## src/rtl/led_pattern_gen.sv

```systemverilog
`default_nettype none
// +--------------------------------------------------------------------------+
// | Module   : led_pattern_gen                                               |
// | Brief    : LED bank driver with off/blink/marquee/breathe modes and a     |
// |            step strobe. Define LED_ACTIVE_LOW_EN for active-low boards.   |
// | Revision : 1.0                                                           |
// +--------------------------------------------------------------------------+
module led_pattern_gen #(
  parameter int LED_NUM     = 8,
  parameter int STEP_CYCLES = 25_000_000,
  parameter int PWM_BITS    = 8,
  parameter int BREATH_DIV  = 256
) (
  input  logic               clk,
  input  logic               rstn,
  input  logic [1:0]         mode,
  input  logic               pause,
  output logic [LED_NUM-1:0] led,
  output logic               step_tick
);

  localparam int c_step_w = (STEP_CYCLES > 1) ? $clog2(STEP_CYCLES) : 1;
  localparam int c_div_w  = (BREATH_DIV > 1) ? $clog2(BREATH_DIV) : 1;

  localparam logic [c_step_w-1:0] c_step_last = c_step_w'(STEP_CYCLES - 1);
  localparam logic [c_div_w-1:0]  c_div_last  = c_div_w'(BREATH_DIV - 1);
  localparam logic [PWM_BITS-1:0] c_duty_max  = {PWM_BITS{1'b1}};
  localparam logic [PWM_BITS-1:0] c_duty_min  = '0;
  localparam logic [LED_NUM-1:0]  c_led_one   = LED_NUM'(1);

  localparam logic [1:0] c_mode_off     = 2'b00;
  localparam logic [1:0] c_mode_blink   = 2'b01;
  localparam logic [1:0] c_mode_marquee = 2'b10;
  localparam logic [1:0] c_mode_breathe = 2'b11;

  logic [1:0]          r_mode_q,   w_mode_nxt;
  logic [c_step_w-1:0] r_step_cnt, w_step_nxt;
  logic [c_div_w-1:0]  r_div_cnt,  w_div_nxt;
  logic [PWM_BITS-1:0] r_pwm_cnt,  w_pwm_nxt;
  logic [PWM_BITS-1:0] r_duty,     w_duty_nxt;
  logic                r_dir_up,   w_dir_up_nxt;
  logic [LED_NUM-1:0]  r_pattern,  w_pattern_nxt;
  logic                r_step_tick, w_step_tick_nxt;

  logic [LED_NUM-1:0]  w_rot;
  logic [PWM_BITS-1:0] w_duty_inc;
  logic [PWM_BITS-1:0] w_duty_dec;
  logic                w_pwm_on;
  logic                w_pwm_wrap;

  assign w_duty_inc = r_duty + 1'b1;
  assign w_duty_dec = r_duty - 1'b1;
  assign w_pwm_on   = (r_pwm_cnt < r_duty);
  assign w_pwm_wrap = &r_pwm_cnt;

  // A single LED has nothing to rotate into, so it simply stays lit.
  generate
    if (LED_NUM == 1) begin : g_rot_single
      assign w_rot = r_pattern;
    end else begin : g_rot_multi
      assign w_rot = {r_pattern[LED_NUM-2:0], r_pattern[LED_NUM-1]};
    end
  endgenerate

  always_comb begin
    w_mode_nxt      = r_mode_q;
    w_step_nxt      = r_step_cnt;
    w_div_nxt       = r_div_cnt;
    w_pwm_nxt       = r_pwm_cnt + 1'b1;
    w_duty_nxt      = r_duty;
    w_dir_up_nxt    = r_dir_up;
    w_pattern_nxt   = r_pattern;
    w_step_tick_nxt = 1'b0;

    if (mode != r_mode_q) begin
      w_mode_nxt    = mode;
      w_step_nxt    = '0;
      w_div_nxt     = '0;
      w_pattern_nxt = '0;
      if (mode == c_mode_marquee) begin
        w_pattern_nxt = c_led_one;
      end
      if (mode == c_mode_breathe) begin
        w_duty_nxt   = c_duty_min;
        w_dir_up_nxt = 1'b1;
      end
    end else begin
      case (r_mode_q)
        c_mode_blink, c_mode_marquee: begin
          if (!pause) begin
            if (r_step_cnt == c_step_last) begin
              w_step_nxt      = '0;
              w_step_tick_nxt = 1'b1;
              w_pattern_nxt   = (r_mode_q == c_mode_blink) ? ~r_pattern : w_rot;
            end else begin
              w_step_nxt = r_step_cnt + 1'b1;
            end
          end
        end
        c_mode_breathe: begin
          w_step_nxt    = '0;
          w_pattern_nxt = {LED_NUM{w_pwm_on}};
          // Direction flips on reaching an end, so duty never wraps.
          if (!pause && w_pwm_wrap) begin
            if (r_div_cnt == c_div_last) begin
              w_div_nxt       = '0;
              w_step_tick_nxt = 1'b1;
              if (r_dir_up) begin
                w_duty_nxt = w_duty_inc;
                if (w_duty_inc == c_duty_max) begin
                  w_dir_up_nxt = 1'b0;
                end
              end else begin
                w_duty_nxt = w_duty_dec;
                if (w_duty_dec == c_duty_min) begin
                  w_dir_up_nxt = 1'b1;
                end
              end
            end else begin
              w_div_nxt = r_div_cnt + 1'b1;
            end
          end
        end
        default: begin
          w_step_nxt    = '0;
          w_pattern_nxt = '0;
        end
      endcase
    end
  end

  always_ff @(posedge clk) begin
    if (!rstn) begin
      r_mode_q    <= c_mode_off;
      r_step_cnt  <= '0;
      r_div_cnt   <= '0;
      r_pwm_cnt   <= '0;
      r_duty      <= '0;
      r_dir_up    <= 1'b1;
      r_pattern   <= '0;
      r_step_tick <= 1'b0;
    end else begin
      r_mode_q    <= w_mode_nxt;
      r_step_cnt  <= w_step_nxt;
      r_div_cnt   <= w_div_nxt;
      r_pwm_cnt   <= w_pwm_nxt;
      r_duty      <= w_duty_nxt;
      r_dir_up    <= w_dir_up_nxt;
      r_pattern   <= w_pattern_nxt;
      r_step_tick <= w_step_tick_nxt;
    end
  end

`ifdef LED_ACTIVE_LOW_EN
  assign led = ~r_pattern;
`else
  assign led = r_pattern;
`endif

  assign step_tick = r_step_tick;

endmodule
`default_nettype wire

```

## config.mk

```make
export PLATFORM = sky130hd
export DESIGN_NAME = led_pattern_gen
export DESIGN_NICKNAME = d
export VERILOG_FILES = /design/src/rtl/led_pattern_gen.sv
export SDC_FILE = /design/constraint.sdc
export NUM_CORES = 1
export LEC_CHECK = 0
export CAP_MARGIN = 20
export CORE_MARGIN = 1
export CORE_UTILIZATION = 60
export DETAILED_ROUTE_END_ITERATION = 7
export PLACE_DENSITY = 0.79
export SLEW_MARGIN = 40
export SYNTH_ARGS = -nofsm -noshare
export SYNTH_HDL_FRONTEND = slang
export SYNTH_SLANG_ARGS = --single-unit
```

## constraint.sdc

```tcl
create_clock -name clk -period 2.3 [get_ports clk]
set_input_delay 0.23 -clock clk [delete_from_list [all_inputs] [get_ports clk]]
set_output_delay 0.23 -clock clk [all_outputs]
set_load 0.03 [all_outputs]
```

==> results of run 1 <==
## worst min path at each step
stage            startpoint      endpoint  slack [ps]  cells after the start
4_1_cts              led[5]        led[5]         510                      1
2_1_floorplan       mode[0]   r_mode_q[0]         350                      1
3_3_place_gp   r_pwm_cnt[0]  r_pwm_cnt[0]         470                      1
5_1_grt           r_duty[2]     r_duty[2]         540                      2
6_report             led[5]        led[5]         510                      1
3_5_place_dp   r_div_cnt[1]  r_div_cnt[1]         470                      2
## registers in the layout, summed over array words and instances (netlist names)
register	count
r_dir_up	1
r_pwm_cnt	8
r_mode_q	2
r_div_cnt	8
r_duty	8
r_step_cnt	25
step_tick	1
led	8
## stage by stage
stage	instances	util, %	hold slack [ps]
finish	485	72.0	511
global route	485	72.0	539
CTS	485	71.9	513
detailed placement	470	68.1	472
global placement	470	68.1	467
floorplan	385	-	352
## metal layers
layer,vias up,wire (um)
li1,1417,-
met5,-,0
met2,70,3240
met1,1323,3120
met3,12,365
met4,0,97
## critical path: stages (launching register included)
cell and delay, ps:
dfxtp_1 420, ha_1 240, nand2_1 120, or3_1 420
nor3_1 260, nor3b_2 110, o41ai_2 310, o21ai_1 110
## placed cells by master, fill, tap and decap left out, types with 4 or more instances in the layout
cell type,synthesis,routed
a21o_1,7,7
a21oi_1,22,22
a31oi_1,4,4
and2_1,11,11
and3_1,11,11
and4_1,4,4
buf_4,0,14
clkbuf_8,0,11
clkdlybuf4s50_1,0,13
dfxtp_1,61,61
ha_1,17,17
inv_1,13,13
nand2_1,35,35
nand3_1,19,19
nand4_1,12,12
nor2_1,41,41
nor3_1,9,9
o211ai_1,7,7
o21ai_0,12,12
or3_1,4,4
xnor2_1,11,11
xor2_1,26,26
## kinds of logic (layout without fill, tap and decap cells)
logic type,Yosys count,count (layout)
DFF,61,61
adders and majority gates,17,17
buffers and inverters,25,55
AOI/OAI and AO/OA,73,73
muxes,4,4
and+or+nand+nor,168,168
xor gates and xnor gates,37,37
## layout make-up
class / instances / area share [%]
clock inverter: 4 / 1.28
sequential: 61 / 32.8
multi-input combinational: 299 / 51.9
inverter: 13 / 1.31
clock buffer: 11 / 4.06
timing repair buffer: 27 / 6.32
tap: 70 / 2.35
## power groups by stage
stage	logic (W)	registers (W)	clock network [W]
finish	0.000114	0.00108	0.000966
global route	0.000128	0.00108	0.00103
CTS	0.000114	0.00108	0.000984
detailed placement	0.000112	0.00110	0
global placement	0.000109	0.00110	0
floorplan	0.0000739	0.00110	0
==> reports/qor.txt, run 1 <==
Power per standard cell area -> 579 mW/mm^2
Psw -> 0.000491 W
Slew margin rel. -> 60.1%
# resized after CTS -> 0
Worst slew pin tran -> 592 ps
Number of max-cap violations -> 0
RSZ-0062 raised after global routing -> false
Std cell rows -> 26
Ys Warns -> 0
Post-route setup slack -> 179 ps
Fillers -> 396
Max H-tree Level -> 3
Cell count after synthesis -> 385
Top-count cell post-synth -> dfxtp_1
Initial Util -> 63.4%
Share of layout cells above drive strength 1 -> 8.67%
FF-to-FF End -> r_dir_up
Synth Area in Simple Gates -> 26.5%
WS Path Type -> reg -> reg
Antenna cells -> 0
CTS Hold Bufs -> 0
Final HPWL from detailed placement -> 4760 um
Post-Synth Adder-Cell Area -> 6.48%
Largest family of logic cells by synthesized area -> simple AND/OR/NAND/NOR gates
CTS Buffer Depth -> 2
Die X-Extent -> 76.0 um
Cell Area, Synth -> 0.00328 sq mm
Vias in the first global route -> 2636
Place WS -> 80.8 ps
GRT busiest layer -> met2
Setup_tns -> 0 ps
Full die area -> 0.00577 sq mm
CTS Buf Count -> 9
Top post-synthesis cells by area -> dfxtp_1, xor2_1, ha_1, nor2_1, nand2_1
Area of the multi-input gates -> 0.00193 sq mm
Clock tree sinks -> 61
Met1 Usage GRT -> 30.7%
Ys flop type -> dfxtp_1
Clk root buf -> clkbuf_8
Final count of negative-setup-slack endpoints -> 0
R2R cell count -> 7
Gr usage total -> 25.3%
First-pass GRT wire length -> 11800 um
FFs w/ async S/R, synth -> 0%
Largest net degree at the start of global routing -> 26
Worst path arrival time -> 2330 ps
Synth Register Bits -> 61
Met2 Use GR -> 42.5%
Leakage power -> 1.43 nW
Gr ovfl total -> 0
Cell variety after synth -> 55
Final Skew -> 10.8 ps
Sequential cell area fraction in the yosys report -> 37.2%
Total wire length -> 6820 um
Ports -> 14
Post-synth top area share -> 37.2%
Synth Area per Inst -> 8.52 sq um
CORE AREA -> 0.00517 sq mm
EDFF count, synth -> 0
Setup crit start -> r_pwm_cnt[0]
Final min period -> 2120 ps
Die Height -> 76.0 um
Reg2reg start -> r_pwm_cnt[0]
CP Max Fanout -> 5
Top cells by count, synth -> dfxtp_1, nor2_1, nand2_1
Synth area leader -> dfxtp_1
Worst-Skew Late Latency -> 330 ps
Final nets -> 433
CP required -> 2510 ps
Maximum vdd drop -> 0.609 mV
Via count -> 2822
Initial DRT Pass Iterations -> 5
Initial drt markers -> 155
Crit start category -> flip-flop
Vias per cell -> 5.82
CTS clock-pin slew for the worst setup and hold paths -> 70 ps
Layout area overhead -> 13.5%
Final Power -> 0.00216 W
Placed cell area -> 0.00352 sq mm
Seq pwr share -> 49.9%
CTS tree -> yes
Mux share of post-synthesis cell area -> 1.26%
Max Freq -> 472 MHz
Fin. Hold Viols -> 0
CP endpoint -> r_dir_up
Clk pwr share -> 44.8%
GP Congestion -> 0.907
Mapped Nets -> 407
Final Max Tran Viols -> 0
HP Class -> reg -> reg
Met3 Use GR -> 6.99%
Post-route ant nets -> 0
Outcome -> finished, final reports clean
Post-synthesis xor/xnor area fraction -> 9.87%
Combinational Power Share -> 5.3%
DR DRC count -> 0
Synth Area in Compound Gates -> 14.7%
Pint -> 0.00167 W
Setup Buffers After CTS -> 0
Final period utilization -> 92.2%
Switching part of the total -> 22.8%
Register area -> 0.00122 sq mm
Design area -> 0.00372 sq mm
WL per Instance -> 14.1 um
Initial antenna violation count -> 0
FF-to-FF setup slack -> 180 ps
I/O Buffers -> 13
Endpoint class of the critical path -> flip-flop
No activity file was read; power rests on OpenSTA's default activity.
==> run 2, diff against run 1 <==
Settings changed: CTS_BUF_LIST from default to sky130_fd_sc_hd__clkbuf_16, PLACE_DENSITY 0.79 to 0.84.
==> reports/qor.txt, run 2 (synthesis results as in run 1) <==
Outcome -> finished, final reports clean
Vias in the first global route -> 2809 (+6.6%)
Max reg flops -> 25 (unchanged)
FF-to-FF setup slack -> 180 ps (about the same)
Final nets -> 432 (-0.23%)
CP required -> 2510 ps (about the same)
FF-to-FF End -> r_dir_up
Reg2reg start -> r_pwm_cnt[0]
Fin. Hold Viols -> 0 (unchanged)
Final Skew -> 7.50 ps (-3.28 ps)
Number of max-cap violations -> 0 (unchanged)
Ports -> 14 (unchanged)
WL per Instance -> 14.9 um (+6.0%)
Full die area -> 0.00577 sq mm (unchanged)
Clock tree sinks -> 61 (unchanged)
Placed cell area -> 0.00351 sq mm (-0.21%)
Total wire length -> 7230 um (+6.0%)
DR DRC count -> 0 (unchanged)
Delay-heaviest family, CP -> simple AND/OR/NAND/NOR gates
Leakage power -> 1.48 nW (+3.4%)
I/O Buffers -> 13 (unchanged)
Hold EP -> r_div_cnt[1]
First-pass GRT wire length -> 12800 um (+8.1%)
Pint -> 0.00195 W (+17%)
Setup_tns -> 0 ps (unchanged)
Place WS -> 49.0 ps (-31.8 ps)
WP buf/inv -> 0 (unchanged)
Combinational Power Share -> 4.6% (-0.7 points)
Power per standard cell area -> 657 mW/mm^2 (+13%)
Gr ovfl total -> 0 (unchanged)
Commonest non-fill, non-tap cell in the layout -> dfxtp_1
Worst path max stage delay -> 420 ps (about the same)
Seq pwr share -> 42.9% (-7.0 points)
HP Class -> reg -> reg
Final HPWL from detailed placement -> 4800 um (+0.84%)
Initial antenna violation count -> 0 (unchanged)
Std cell rows -> 26 (unchanged)
WS Path Type -> reg -> reg
Endpoint class of the critical path -> flip-flop
Share of layout cells above drive strength 1 -> 8.43% (-0.24 points)
GP Congestion -> 0.892 (-1.6%)
Top reg by flops -> r_step_cnt
Initial Util -> 63.4% (unchanged)
Worst path arrival time -> 2330 ps (about the same)
Crit start category -> flip-flop
CTS Buffer Depth -> 2 (unchanged)
Final min period -> 2120 ps (+0.100 ps)
Psw -> 0.000562 W (+14%)
Layout area overhead -> 16.4%
Largest net degree at the start of global routing -> 26 (unchanged)
CORE AREA -> 0.00517 sq mm (unchanged)
CTS tree -> yes
Post-route setup slack -> 179 ps (-0.100 ps)
Clk root buf -> clkbuf_16
Max H-tree Level -> 3 (unchanged)
Worst-Skew Late Latency -> 330 ps (about the same)
CTS Buf Count -> 9 (unchanged)
Hold_sp -> r_div_cnt[1]
Maximum vdd drop -> 0.685 mV (+12%)
R2R cell count -> 7 (unchanged)
Max Freq -> 472 MHz (about the same)
Final period utilization -> 92.2% (about the same)
Most frequent cells in the layout -> dfxtp_1, nor2_1, nand2_1, xor2_1, a21oi_1
Final Max Tran Viols -> 0 (unchanged)
Slowest cell on the critical path -> or3_1
Switching part of the total -> 22.4% (-0.39 points)
Final count of negative-setup-slack endpoints -> 0 (unchanged)
Setup Buffers After CTS -> 0 (unchanged)
# resized after CTS -> 0 (unchanged)
CP Cell Sequence -> ha_1 > nand2_1 > or3_1 > a211oi_1 > nor3b_2 > o41ai_2 > o21ai_1
CTS clock-pin slew for the worst setup and hold paths -> 60 ps (about the same)
CTS Hold Bufs -> 0 (unchanged)
Gr usage total -> 27.4% (+2.1 points)
Vias per cell -> 5.95 (+2.3%)
Die Height -> 76.0 um (unchanged)
Post-route ant nets -> 0 (unchanged)
Clk pwr share -> 52.5% (+7.7 points)
Initial DRT Pass Iterations -> 5 (unchanged)
RSZ-0062 raised after global routing -> true
Die X-Extent -> 76.0 um (unchanged)
Initial drt markers -> 143 (-7.7%)
CP Max Fanout -> 5 (unchanged)
Design area -> 0.00382 sq mm (+2.6%)
Slew margin rel. -> 62.3% (+2.2 points)
Antenna cells -> 0 (unchanged)
Worst slew pin tran -> 559 ps (-32.9 ps)
WHS Path Cells -> 2 (+1)
Via count -> 2888 (+2.3%)
[run 2: cell types whose count changed in the layout (fill, tap and decap cells not counted), sizes merged]
| cell | delta |
|---|---|
| buf | -1 |
| clkbuf | -2 |
| clkinvlp | +1 |
| inv | +2 |
[run 2: layer usage]
| layer | track usage, % | share of wire, % |
|---|---|---|
| met2 | 46.4 | 49 |
| met1 | 32.8 | 44 |
| met4 | 12.3 | 2.2 |
| met5 | 0 | 0 |
| met3 | 6.99 | 4.5 |
[run 2: power groups by stage]
stage	sequential [W]	combinational [W]	clock (W)
finish	0.00108	0.000115	0.00132
global placement	0.00110	0.000109	0
detailed placement	0.00110	0.000112	0
floorplan	0.00110	0.0000739	0
CTS	0.00108	0.000113	0.00132
global route	0.00108	0.000130	0.00137
[run 2: worst max-delay path by stage]
stage / start / end / depth (start not counted)
5_1_grt: r_pwm_cnt[0] / r_div_cnt[5] / 6
3_3_place_gp: pause / r_duty[7] / 7
4_1_cts: r_pwm_cnt[0] / r_duty[7] / 7
2_1_floorplan: r_pwm_cnt[0] / r_dir_up / 8
6_report: r_pwm_cnt[0] / r_dir_up / 7
3_5_place_dp: pause / r_duty[7] / 7
[run 2: layout make-up]
cell class	count	area, sq um
fill	345	1350
clock buffer	9	225
sequential	61	1220
clock inverter	7	66.3
multi-input combinational	299	1940
inverter	13	48.8
timing repair buffer	26	228
tap	70	87.6
[run 2: worst min-delay path, cell delays in order (launching register included)]
cell and delay, ps:
dfxtp_1 320, nand2_1 60, a21oi_1 60
[run 2: per-stage QoR]
| stage | cells | power, W | hold WS [ps] | utilization [%] |
|---|---|---|---|---|
| final | 485 | 0.00251 | 485 | 73.9 |
| after global routing | 485 | 0.00258 | 538 | 73.9 |
| after CTS | 485 | 0.00251 | 487 | 73.6 |
| after detailed placement | 469 | 0.00121 | 473 | 67.9 |
| after global placement | 469 | 0.00121 | 467 | 67.9 |
| after floorplan | 385 | 0.00117 | 352 | - |
